==> src/rtl/pipeline_hazard_ctrl_pkg.sv <==
// Shared definitions for the pipeline hazard controller.
//   hazard_state_e : controller state encoding (RUN=0, LOAD_STALL=1, HALTED=2)
//   StallCountW    : width of the saturating stall-cycle counter
package pipeline_hazard_ctrl_pkg;

    typedef enum logic [1:0] {
        StRun       = 2'd0,
        StLoadStall = 2'd1,
        StHalted    = 2'd2
    } hazard_state_e;

    localparam int unsigned StallCountW = 16;

endpackage

==> src/rtl/load_use_detect.sv <==
// Combinational load-use hazard detector.
//   rs1, rs2           : source registers of the instruction in ID
//   uses_rs1, uses_rs2 : ID instruction actually reads that source
//   rd                 : destination register of the instruction in EX
//   is_load, wr_en     : EX instruction is a load / writes the register file
//   hazard             : ID needs a value the EX load has not produced yet
// Register 0 is deliberately not exempt.
module load_use_detect #(
    parameter int unsigned REG_AW = 3
) (
    input  logic [REG_AW-1:0] rs1,
    input  logic [REG_AW-1:0] rs2,
    input  logic              uses_rs1,
    input  logic              uses_rs2,
    input  logic [REG_AW-1:0] rd,
    input  logic              is_load,
    input  logic              wr_en,
    output logic              hazard
);

    always_comb begin
        hazard = is_load && wr_en &&
                 ((uses_rs1 && (rs1 == rd)) || (uses_rs2 && (rs2 == rd)));
    end

endmodule

==> src/rtl/pipeline_hazard_ctrl.sv <==
// Pipeline hazard controller: load-use stalls, branch flushes and halt.
//   clock, reset       : rising-edge clock, asynchronous active-low reset
//   id_*               : source operands of the instruction in ID
//   ex_*               : destination / kind of the instruction in EX
//   branch_taken       : redirect resolved in EX (highest priority)
//   halt_req           : halt instruction in EX
//   pc_stall, ifid_stall, ifid_flush, idex_flush : pipeline controls (same cycle)
//   halted             : processor halted until reset
//   stall_count        : saturating count of non-halted stall cycles
module pipeline_hazard_ctrl
    import pipeline_hazard_ctrl_pkg::*;
#(
    parameter int unsigned REG_AW       = 3,
    parameter int unsigned LOAD_BUBBLES = 1  // legal range 1..3
) (
    input  logic                   clock,
    input  logic                   reset,
    input  logic [REG_AW-1:0]      id_rs1,
    input  logic [REG_AW-1:0]      id_rs2,
    input  logic                   id_uses_rs1,
    input  logic                   id_uses_rs2,
    input  logic [REG_AW-1:0]      ex_rd,
    input  logic                   ex_is_load,
    input  logic                   ex_writeOrder,
    input  logic                   branch_taken,
    input  logic                   halt_req,
    output logic                   pc_stall,
    output logic                   ifid_stall,
    output logic                   ifid_flush,
    output logic                   idex_flush,
    output logic                   halted,
    output logic [StallCountW-1:0] stall_count
);

    hazard_state_e          state_q, state_d;
    logic [1:0]             cnt_q, cnt_d;
    logic [StallCountW-1:0] stall_count_q, stall_count_d;
    logic                   hazard;
    logic                   stall_c, flush_if_c, flush_ex_c;

    load_use_detect #(
        .REG_AW (REG_AW)
    ) u_load_use_detect (
        .rs1      (id_rs1),
        .rs2      (id_rs2),
        .uses_rs1 (id_uses_rs1),
        .uses_rs2 (id_uses_rs2),
        .rd       (ex_rd),
        .is_load  (ex_is_load),
        .wr_en    (ex_writeOrder),
        .hazard   (hazard)
    );

    always_comb begin
        state_d    = state_q;
        cnt_d      = cnt_q;
        stall_c    = 1'b0;
        flush_if_c = 1'b0;
        flush_ex_c = 1'b0;
        case (state_q)
            StRun, StLoadStall: begin
                if (branch_taken) begin
                    // The redirect squashes whatever was stalled behind the load.
                    flush_if_c = 1'b1;
                    flush_ex_c = 1'b1;
                    state_d    = StRun;
                    cnt_d      = 2'd0;
                end else if (halt_req) begin
                    stall_c    = 1'b1;
                    flush_ex_c = 1'b1;
                    state_d    = StHalted;
                    cnt_d      = 2'd0;
                end else if (state_q == StLoadStall) begin
                    // EX now holds a bubble, so ex_* are not looked at here.
                    stall_c    = 1'b1;
                    flush_ex_c = 1'b1;
                    if (cnt_q == 2'd1) begin
                        state_d = StRun;
                        cnt_d   = 2'd0;
                    end else begin
                        cnt_d = cnt_q - 2'd1;
                    end
                end else if (hazard) begin
                    stall_c    = 1'b1;
                    flush_ex_c = 1'b1;
                    if (LOAD_BUBBLES > 1) begin
                        state_d = StLoadStall;
                        cnt_d   = 2'(LOAD_BUBBLES - 1);
                    end
                end
            end
            StHalted: begin
                stall_c    = 1'b1;
                flush_ex_c = 1'b1;
            end
            default: begin
                state_d = StRun;
                cnt_d   = 2'd0;
            end
        endcase
    end

    always_comb begin
        stall_count_d = stall_count_q;
        if (stall_c && (state_q != StHalted) && (stall_count_q != '1)) begin
            stall_count_d = stall_count_q + StallCountW'(1);
        end
    end

    always_ff @(posedge clock or negedge reset) begin
        if (!reset) begin
            state_q       <= StRun;
            cnt_q         <= 2'd0;
            stall_count_q <= '0;
        end else begin
            state_q       <= state_d;
            cnt_q         <= cnt_d;
            stall_count_q <= stall_count_d;
        end
    end

    // Controls are combinational from inputs, so they are masked explicitly during reset.
    assign pc_stall    = reset & stall_c;
    assign ifid_stall  = reset & stall_c;
    assign ifid_flush  = reset & flush_if_c;
    assign idex_flush  = reset & flush_ex_c;
    assign halted      = reset & (state_q == StHalted);
    assign stall_count = stall_count_q;

endmodule

==> config.mk <==
export PLATFORM = sky130hd
export DESIGN_NAME = pipeline_hazard_ctrl
export DESIGN_NICKNAME = d
export VERILOG_FILES = /design/src/rtl/pipeline_hazard_ctrl_pkg.sv /design/src/rtl/load_use_detect.sv /design/src/rtl/pipeline_hazard_ctrl.sv
export SDC_FILE = /design/constraint.sdc
export NUM_CORES = 1
export LEC_CHECK = 0
export ABC_CLOCK_PERIOD_IN_PS = 5400
export CAP_MARGIN = 20
export CORE_ASPECT_RATIO = 1.1
export CORE_UTILIZATION = 46
export DETAILED_ROUTE_END_ITERATION = 7
export GPL_TIMING_DRIVEN = 0
export PLACE_DENSITY = 0.83
export SYNTH_ARGS = -nofsm -noshare
export SYNTH_HDL_FRONTEND = slang
export SYNTH_SLANG_ARGS = --single-unit
==> constraint.sdc <==
create_clock -name clock -period 5.4 [get_ports clock]
set_input_delay 1.08 -clock clock [delete_from_list [all_inputs] [get_ports clock]]
set_output_delay 1.08 -clock clock [all_outputs]
set_load 0.01 [all_outputs]
# After elaboration in Yosys (flattened, before gate mapping)
# Cells that the tools add are included.
[totals]
register_bits = 20
inputBits = 17
out_inout_bits = 21
elab_cells = 49
[op_classes]
add_sub_neg = 2
eq_ne = 9
mux = 19
bitwise_logic = 5
reduce_logical = 11
[op_table]
columns = ["op", "count"]
rows = [
  ["adder 16 x 1 -> 16 bit (second input constant)", 1],
  ["two-way mux 2 bit", 8],
  ["inequality test 16 bit (second input constant)", 1],
  ["inequality test 4 bit (second input constant)", 2],
  ["case mux 2 bit (2 select lines)", 2],
  ["two-way mux 1 bit", 7],
  ["equality test 3 bit", 2],
  ["logical AND 1 bit", 6],
  ["AND 1 bit", 4],
  ["equality test 2 x 1 -> 1 bit (second input constant)", 2],
  ["case mux 1 bit (2 select lines)", 2],
  ["AND reduction 3 bit", 1],
  ["equality test 2 bit (second input constant)", 1],
  ["logical NOT 2 bit", 1],
  ["inequality test 2 bit (second input constant)", 1],
  ["AND reduction 2 bit", 1],
  ["OR reduction 2 bit", 1],
  ["subtractor 2 x 1 -> 2 bit (second input constant)", 1],
  ["logical OR 1 bit", 1],
  ["NOT 1 bit", 1],
]

# Longest topological paths before layout
# Gate-level depths: netlist of the first run.
[depth]
word_depth = 11
ltp_mapped = 7
depth_no_buf = 6

# Modules after synthesis
# A second synthesis of the first run with hierarchy kept.
[hier_totals]
cells_unflattened = 100
hier_area_um2 = 1007.2
[modules_own_cells]
columns = ["module", "n_inst", "cells_per_inst", "area_each_um2", "seq_area_each_um2"]
rows = [
  ["pipeline_hazard_ctrl", 1, 90, 933.4, 425.4],
  ["load_use_detect", 1, 10, 73.8, 0.0],
]

# Worst setup path after synthesis of the first run
# No wires, ideal clock.
[synth_path]
kind = "in2out"
startpoint = "input port ex_rd[1]"
endpoint = "output port pc_stall"
arrival_time_ps = 2216
path_slack_ps = 2104
path_stages = 6
n_path_buf = 1
cell_sequence = "xor2_1 > nor4_2 > a311o_1 > a21oi_1 > nor2b_1 > buf_4"
[synth_via]
elab_chain_len = 10
word_cells_on_any_way = 12
classes_between = "eq/ne: 2; mux: 5; bitwise: 1; reduce/logical: 4"
[synth_rtl]
columns = ["item", "line_no", "rtl"]
rows = [
  ["from (decl)", "pipeline_hazard_ctrl.sv:22", "input logic [REG_AW-1:0] ex_rd,"],
  ["equality test 3 bit", "load_use_detect.sv:23", "((uses_rs1 && (rs1 == rd)) || (uses_rs2 && (rs2 == rd)));"],
  ["logical AND 1 bit", "load_use_detect.sv:23", ""],
  ["logical OR 1 bit (*)", "load_use_detect.sv:23", ""],
  ["logical AND 1 bit (*)", "load_use_detect.sv:22", "hazard = is_load && wr_en &&"],
  ["two-way mux 1 bit (*)", "pipeline_hazard_ctrl.sv:83", "end else if (hazard) begin"],
  ["two-way mux 1 bit (*)", "pipeline_hazard_ctrl.sv:73", "end else if (state_q == StLoadStall) begin"],
  ["two-way mux 1 bit (*)", "pipeline_hazard_ctrl.sv:68", "end else if (halt_req) begin"],
  ["two-way mux 1 bit (*)", "pipeline_hazard_ctrl.sv:62", "if (branch_taken) begin"],
  ["case mux 1 bit (2 select lines) (*)", "pipeline_hazard_ctrl.sv:60", "case (state_q)"],
  ["AND 1 bit (*)", "-", ""],
  ["to (decl)", "pipeline_hazard_ctrl.sv:27", "output logic pc_stall,"],
]
# Every way passes the cells marked *; elsewhere a longest branch is shown, timed or not.

# Worst setup path in the final report of the first run
[layout_path]
startpoint = "input port ex_rd[1]"
endpoint = "output port pc_stall"
[layout_via]
elab_chain_len = 10
word_cells_on_any_way = 12
classes_between = "eq/ne: 2; mux: 5; bitwise: 1; reduce/logical: 4"
[layout_rtl]
columns = ["item", "line_no", "rtl"]
rows = [
  ["equality test 3 bit", "load_use_detect.sv:23", ""],
  ["logical AND 1 bit", "load_use_detect.sv:23", ""],
  ["logical OR 1 bit (*)", "load_use_detect.sv:23", ""],
  ["logical AND 1 bit (*)", "load_use_detect.sv:22", ""],
  ["two-way mux 1 bit (*)", "pipeline_hazard_ctrl.sv:83", ""],
  ["two-way mux 1 bit (*)", "pipeline_hazard_ctrl.sv:73", ""],
  ["two-way mux 1 bit (*)", "pipeline_hazard_ctrl.sv:68", ""],
  ["two-way mux 1 bit (*)", "pipeline_hazard_ctrl.sv:62", ""],
  ["case mux 1 bit (2 select lines) (*)", "pipeline_hazard_ctrl.sv:60", ""],
  ["AND 1 bit (*)", "pipeline_hazard_ctrl.sv:123", "assign pc_stall = reset & stall_c;"],
]
# Marked as above.

==> key figures, run 1 <==
Synthesis
  – Synth warn: 0
  – Post-Syn Area: 1010 um2
  – Yosys top cell by area: dfrtp_1
  – Yosys top cell area share: 41.9%
  – Syn Nets: 117
  – Sequential share of the synthesized area: 41.9%
  – Seq cells post-synth: 17
  – Syn Area/Cell: 10.2 um2
  – Unique cell type count in the Yosys netlist: 30
  – Synth Instances: 99
  – Ranking of synthesized cells by area: dfrtp_1, xor2_1, nand4_1

Final layout
  – Share of cells above drive strength 1: 12.1%
  – Multi-input logic area: 557 um2
  – Commonest non-fill, non-tap cells in the layout: clkdlybuf4s50_1, xor2_1, dfrtp_1
  – Most common cell after layout, fill and taps aside: clkdlybuf4s50_1
  – Diode count: 0
  – Filler cells: 167
  – Post-layout instance area: 1450 um2
  – Final nets: 159
  – Area delta synth->final: 42.5%
  – Reg area: 425 um2

Placement
  – Cell Area, Placed: 1420 um2
  – IO Port Bufs: 37
  – Detailed Place HPWL: 1790 um
  – GPL Wtd Cong: 0.833

Detailed routing
  – Via density: 5.33
  – WL/cell: 13.8 um
  – Initial drt markers: 18
  – DR DRC count: 0
  – Detailed Route WL: 2320 um
  – Vias post-DR: 895
  – First-pass DRT Iterations: 4
  – Routed Antenna Nets: 0

Critical path
  – CP max FO: 5
  – Worst setup EP type: output pin
  – Crit path max-delay cell type: clkdlybuf4s50_1
  – Critical-path cell list: clkdlybuf4s50_1, xor2_1, nor4_2, a311o_1, a21oi_1, nor2b_1, buf_4, clkdlybuf4s50_1
  – WP data required: 4.32 ns
  – R2R depth: 6
  – Setup CP Type: input port to output pin
  – FF-to-FF Start: stall_count[0]$_DFFE_PN0P_
  – Top delay family on crit path: buffers and inverters
  – Crit path launch type: input port
  – Worst Path Arrival: 3.27 ns
  – Worst path max stage delay: 0.54 ns
  – R2R setup slack: 3.35 ns
  – RR Endpoint: stall_count[1]$_DFFE_PN0P_
  – Buffers and inverters on the worst path: 3
  – Most used cell, CP: clkdlybuf4s50_1

GRT
  – GR Util met2: 37.5%
  – Initial antenna violation count: 0
  – First-pass GRT wire length: 3800 um
  – Met3 Use GR: 4.24%
  – GR Util met1: 27.1%
  – Via count of the first global-routing pass: 870
  – Gr ovfl total: 0
  – Largest net degree at the start of global routing: 22
  – Top Usage Layer GRT: met2
  – GRT Overall Usage: 22.5%

Clocking
  – Max Root-Sink Buffers: 2
  – Post-CTS resize count: 0
  – CTS tree: done
  – Clk sinks: 17
  – Hold_buf cts: 0
  – TritonCTS buffer count: 3
  – Clk slew on worst S/H paths: 0.09 ns
  – Skew-Pair Late Insertion Delay: 0.29 ns
  – CTS HTree Levels: 1
  – Clk root buf: clkbuf_4
  – Post-CTS setup repair buffer count: 0

Floorplanning
  – Die height: 51.3 um
  – Width of the die: 46.8 um
  – Initial core utilization: 49.7%
  – Io pins: 38
  – Core ar.: 2040 um2
  – Std-Cell Rows: 17
  – Die area: 2400 um2

Min path
  – HP Start: stall_count[15]$_DFFE_PN0P_
  – Hold Path Sink: stall_count[15]$_DFFE_PN0P_
  – HP Class: register to register
  – Worst hold stages: 1

STA
  – Slew Viols, Final: 0
  – Rel. slew slack: 44.3%
  – TNS Setup: 0 ns
  – Tmin final: 4.35 ns
  – Unrepaired setup endpoints after global routing: no
  – Crit share post-route: 80.6%
  – Max Fclk: 0.230 GHz
  – Clock Skews: 0.00585 ns
  – Measured slew at the worst slew-check pin: 0.833 ns
  – Final setup viols: 0
  – Hold Vio Cnt, Final: 0

Power and ir drop
  – Pwr dens: 184 nW/um2
  – Leak pwr: 0.000637 uW
  – Max VDD drop: 0.160 mV

Flow run
  – Max-cap violation count: 0

Run status
  – Status: finished, final reports clean
registers in the layout, summed over array words and instances, names as in the netlist:
register / count
state_q: 1
stall_count: 16
final cells by class:
type | count | area share, %
Multi-Input combinational cell | 77 | 38.5
Tap cell | 28 | 2.42
Inverter | 1 | 0.260
Buffer | 4 | 1.99
Timing Repair Buffer | 37 | 25.6
Clock buffer | 4 | 1.82
Sequential cell | 17 | 29.4
worst max path at each step:
stage	startpoint	end	slack (ns)	depth (start not counted)
after detailed placement	ex_rd[1]	pc_stall	1.01	8
after floorplan	ex_rd[1]	pc_stall	2.10	6
after global placement	ex_rd[1]	idex_flush	1.10	7
after CTS	ex_rd[1]	pc_stall	1.02	8
after global routing	ex_rd[1]	idex_flush	0.87	7
final	ex_rd[1]	pc_stall	1.05	8
cell families after synthesis:
logic type,synth area share (%)
muxes,1.48
adders and majority gates,1.23
and+or+nand+nor,30.2
AOI/OAI and AO/OA,3.82
DFF,41.9
xor gates and xnor gates,18.1
buffers and inverters,3.21
Yosys cell counts:
| cell type | instances |
|---|---|
| nor4_1 | 1 |
| nor2b_1 | 1 |
| buf_6 | 1 |
| nor2_1 | 9 |
| ha_1 | 1 |
| nand4_1 | 9 |
| and2_1 | 2 |
| a21oi_1 | 1 |
| xnor2_1 | 4 |
| nand3_2 | 1 |
| buf_2 | 2 |
| and3_2 | 1 |
| xor2_1 | 17 |
| nand3_1 | 5 |
| or4_4 | 1 |
| mux2_4 | 1 |
| and3_1 | 5 |
| nor3_1 | 3 |
| inv_1 | 1 |
| nor4_2 | 4 |
| a21o_1 | 1 |
| buf_4 | 1 |
| and3_4 | 1 |
| nand2_1 | 4 |
| dfrtp_1 | 17 |
| a311oi_1 | 1 |
| or3b_1 | 1 |
| a311o_1 | 1 |
| a21boi_0 | 1 |
| or2_2 | 1 |
per-layer routing:
layer  wire length, um  share of wire [%]
met1               999                 43
met2              1220                 53
met3                84                3.6
met4                11               0.47
met5                 0                  0
stage by stage:
stage	cells	total power (uW)	setup slack [ns]	hold WS (ns)	util, %
after CTS	168	272	1.02	0.506	70.8
after global routing	168	283	0.874	0.528	70.8
after detailed placement	164	201	1.01	0.492	69.5
final	168	267	1.05	0.500	70.8
after floorplan	99	164	2.10	0.497	-
after global placement	164	198	1.10	0.482	69.5
power breakdown:
group	internal, uW	leakage, uW	total, uW	switching, uW
sequential	134	0.000225	142	8.06
clock	28.7	0.0000150	68.6	39.8
combinational	33.8	0.000396	56.6	22.9
(Power assumes the default switching activity.)
==> run 2: changes to the inputs <==
ABC_CLOCK_PERIOD_IN_PS = 4400   (was 5400)
CORE_UTILIZATION = 43   (was 46)
PLACE_DENSITY = 0.78   (was 0.83)
clock period = 4.4 ns   (was 5.4 ns; I/O delays follow)
==> run 2 against run 1 <==
Compared with the run above: critical path depth shrank 1; utilization shrank 5.9 points; sequential share of layout area shrank 0.051 points; design area grew 0.17%; die area grew 6.7%; clock skew shrank 0.0019 ns; sequential power grew 22%; register-to-register slack lost 0.97 ns; critical endpoint is now idex_flush; sequential cell count is the same; largest power group unchanged; worst setup slack lost 0.61 ns; via count grew 1.3%.
==> key figures, run 2 (same netlist as run 1, synthesis figures left out) <==
GRT
  – Gr ovfl total: 0 (unchanged)
  – Initial antenna violation count: 0 (unchanged)
  – Met3 Use GR: 2.30% (-1.9 points)
  – GRT Overall Usage: 19.0% (-3.5 points)
  – Via count of the first global-routing pass: 879 (+1.0%)
  – Top Usage Layer GRT: met2
  – First-pass GRT wire length: 3750 um (-1.4%)
  – GR Util met1: 22.2% (-4.9 points)
  – GR Util met2: 35.7% (-1.8 points)
  – Largest net degree at the start of global routing: 22 (unchanged)

Clocking
  – Post-CTS setup repair buffer count: 0 (unchanged)
  – Clk sinks: 17 (unchanged)
  – Clk root buf: clkbuf_4
  – Hold_buf cts: 0 (unchanged)
  – Clk slew on worst S/H paths: 0.10 ns (about the same)
  – Max Root-Sink Buffers: 2 (unchanged)
  – Post-CTS resize count: 0 (unchanged)
  – CTS HTree Levels: 1 (unchanged)
  – Skew-Pair Late Insertion Delay: 0.28 ns (about the same)
  – CTS tree: done
  – TritonCTS buffer count: 3 (unchanged)

Critical path
  – CP max FO: 10 (+5)
  – FF-to-FF Start: stall_count[0]$_DFFE_PN0P_
  – Setup CP Type: input port to output pin
  – RR Endpoint: stall_count[1]$_DFFE_PN0P_
  – Crit path launch type: input port
  – WP data required: 3.52 ns (-0.80 ns)
  – Worst setup EP type: output pin
  – Worst Path Arrival: 3.08 ns (-0.19 ns)
  – R2R setup slack: 2.38 ns (-0.97 ns)
  – R2R depth: 6 (unchanged)

Floorplanning
  – Die area: 2560 um2 (+6.7%)
  – Die height: 53.0 um (+3.3%)
  – Initial core utilization: 45.5% (-4.2 points)
  – Core ar.: 2230 um2 (+9.2%)
  – Std-Cell Rows: 18 (+1)
  – Io pins: 38 (unchanged)
  – Width of the die: 48.3 um (+3.3%)

Detailed routing
  – WL/cell: 12.6 um (-8.8%)
  – DR DRC count: 0 (unchanged)
  – Initial drt markers: 5 (-13)
  – Detailed Route WL: 2140 um (-7.7%)
  – Vias post-DR: 907 (+1.3%)
  – First-pass DRT Iterations: 4 (unchanged)
  – Via density: 5.34 (+0.15%)
  – Routed Antenna Nets: 0 (unchanged)

Final layout
  – Filler cells: 175 (+4.8%)
  – Final Util: 65.0% (-5.9 points)
  – Area delta synth->final: 42.8%
  – Diode count: 0 (unchanged)
  – Finished Layout Cells: 170 (+1.2%)
  – Most common cell after layout, fill and taps aside: clkdlybuf4s50_1
  – Commonest non-fill, non-tap cells in the layout: clkdlybuf4s50_1, xor2_1, dfrtp_1
  – Share of cells above drive strength 1: 12.1% (unchanged)
  – Max reg flops: 16 (unchanged)
  – Final nets: 159 (unchanged)

STA
  – Rel. slew slack: 40.3% (-4.0 points)
  – Measured slew at the worst slew-check pin: 0.893 ns (+0.0597 ns)
  – Crit share post-route: 90.1%
  – Max Fclk: 0.252 GHz
  – Final setup viols: 0 (unchanged)
  – Slew Viols, Final: 0 (unchanged)
  – Smallest hold slack: 0.506 ns (+0.00585 ns)
  – Unrepaired setup endpoints after global routing: no
  – Hold Vio Cnt, Final: 0 (unchanged)
  – Tmin final: 3.96 ns
  – Clock Skews: 0.00398 ns (-0.00187 ns)
  – TNS Setup: 0 ns (unchanged)

Min path
  – HP Class: register to register
  – HP Start: stall_count[15]$_DFFE_PN0P_
  – Hold Path Sink: stall_count[15]$_DFFE_PN0P_
  – Worst hold stages: 1 (unchanged)

Placement
  – GPL Wtd Cong: 0.813 (-2.4%)
  – IO Port Bufs: 37 (unchanged)
  – Placed insts: 166 (+1.2%)
  – Detailed Place HPWL: 1680 um (-6.2%)

Power and ir drop
  – P_int: 240 uW (+23%)
  – Sequential Power Share: 53.5% (+0.4 points)
  – Clk network pwr share: 25.5% (-0.2 points)
  – Max VDD drop: 0.175 mV (+9.8%)
  – Comb pwr share: 21.0% (-0.2 points)
  – Switching Power: 83.3 uW (+18%)
  – Switching portion of total power: 25.8% (-0.76 points)
  – Pwr dens: 223 nW/um2 (+21%)
  – Leak pwr: 0.000637 uW (unchanged)

Flow run
  – Max-cap violation count: 0 (unchanged)

Run status
  – Status: finished, final reports clean
run 2: cell counts in the layout (fill, tap and decap cells not counted):
No cell type changed its count.
run 2: layout make-up:
type | count | area [um2] | area share, %
plain buffers | 4 | 28.8 | 1.99
repair buffers | 37 | 370 | 25.6
flip-flops and latches | 17 | 425 | 29.4
multi-input cells | 77 | 557 | 38.4
inverters | 1 | 3.75 | 0.259
well taps | 30 | 37.5 | 2.59
clock buffers | 4 | 26.3 | 1.81
run 2: through the flow:
| stage | area [um2] | setup slack (ns) | total power [uW] |
|---|---|---|---|
| after floorplan | 1010 | 1.50 | 201 |
| final | 1450 | 0.437 | 324 |
| after detailed placement | 1420 | 0.426 | 245 |
| after CTS | 1450 | 0.432 | 327 |
| after global routing | 1450 | 0.309 | 342 |
| after global placement | 1420 | 0.476 | 243 |
run 2: how the worst max path moves through the flow:
stage               startpoint    endpoint  slack [ns]  depth (start not counted)
global route          ex_rd[1]    pc_stall        0.31                          8
finish                ex_rd[1]  idex_flush        0.44                          7
floorplan             ex_rd[1]    pc_stall        1.50                          6
global placement      ex_rd[1]  idex_flush        0.48                          7
detailed placement    ex_rd[1]  idex_flush        0.43                          7
CTS                   ex_rd[1]  idex_flush        0.43                          7
run 2: worst max-delay path: stages:
cell             delay, ns
clkdlybuf4s50_1       0.51
xor2_1                0.21
nor4_2                0.08
a311oi_1              0.46
buf_2                 0.32
a21boi_0              0.12
clkdlybuf4s50_1       0.49
run 2: power by group through the flow:
| stage | combinational [uW] | sequential [uW] | clock [uW] |
|---|---|---|---|
| floorplan | 21.9 | 179 | 0 |
| global placement | 67.2 | 175 | 0 |
| detailed placement | 68.6 | 176 | 0 |
| CTS | 68.9 | 173 | 85.1 |
| global route | 75.1 | 175 | 91.9 |
| finish | 68.0 | 173 | 82.4 |
run 2: per-layer routing:
| metal | vias to the layer above | routed length (um) |
|---|---|---|
| met4 | 0 | 17 |
| met3 | 2 | 104 |
| met1 | 432 | 869 |
| met2 | 36 | 1150 |
| li1 | 437 | - |
| met5 | - | 0 |
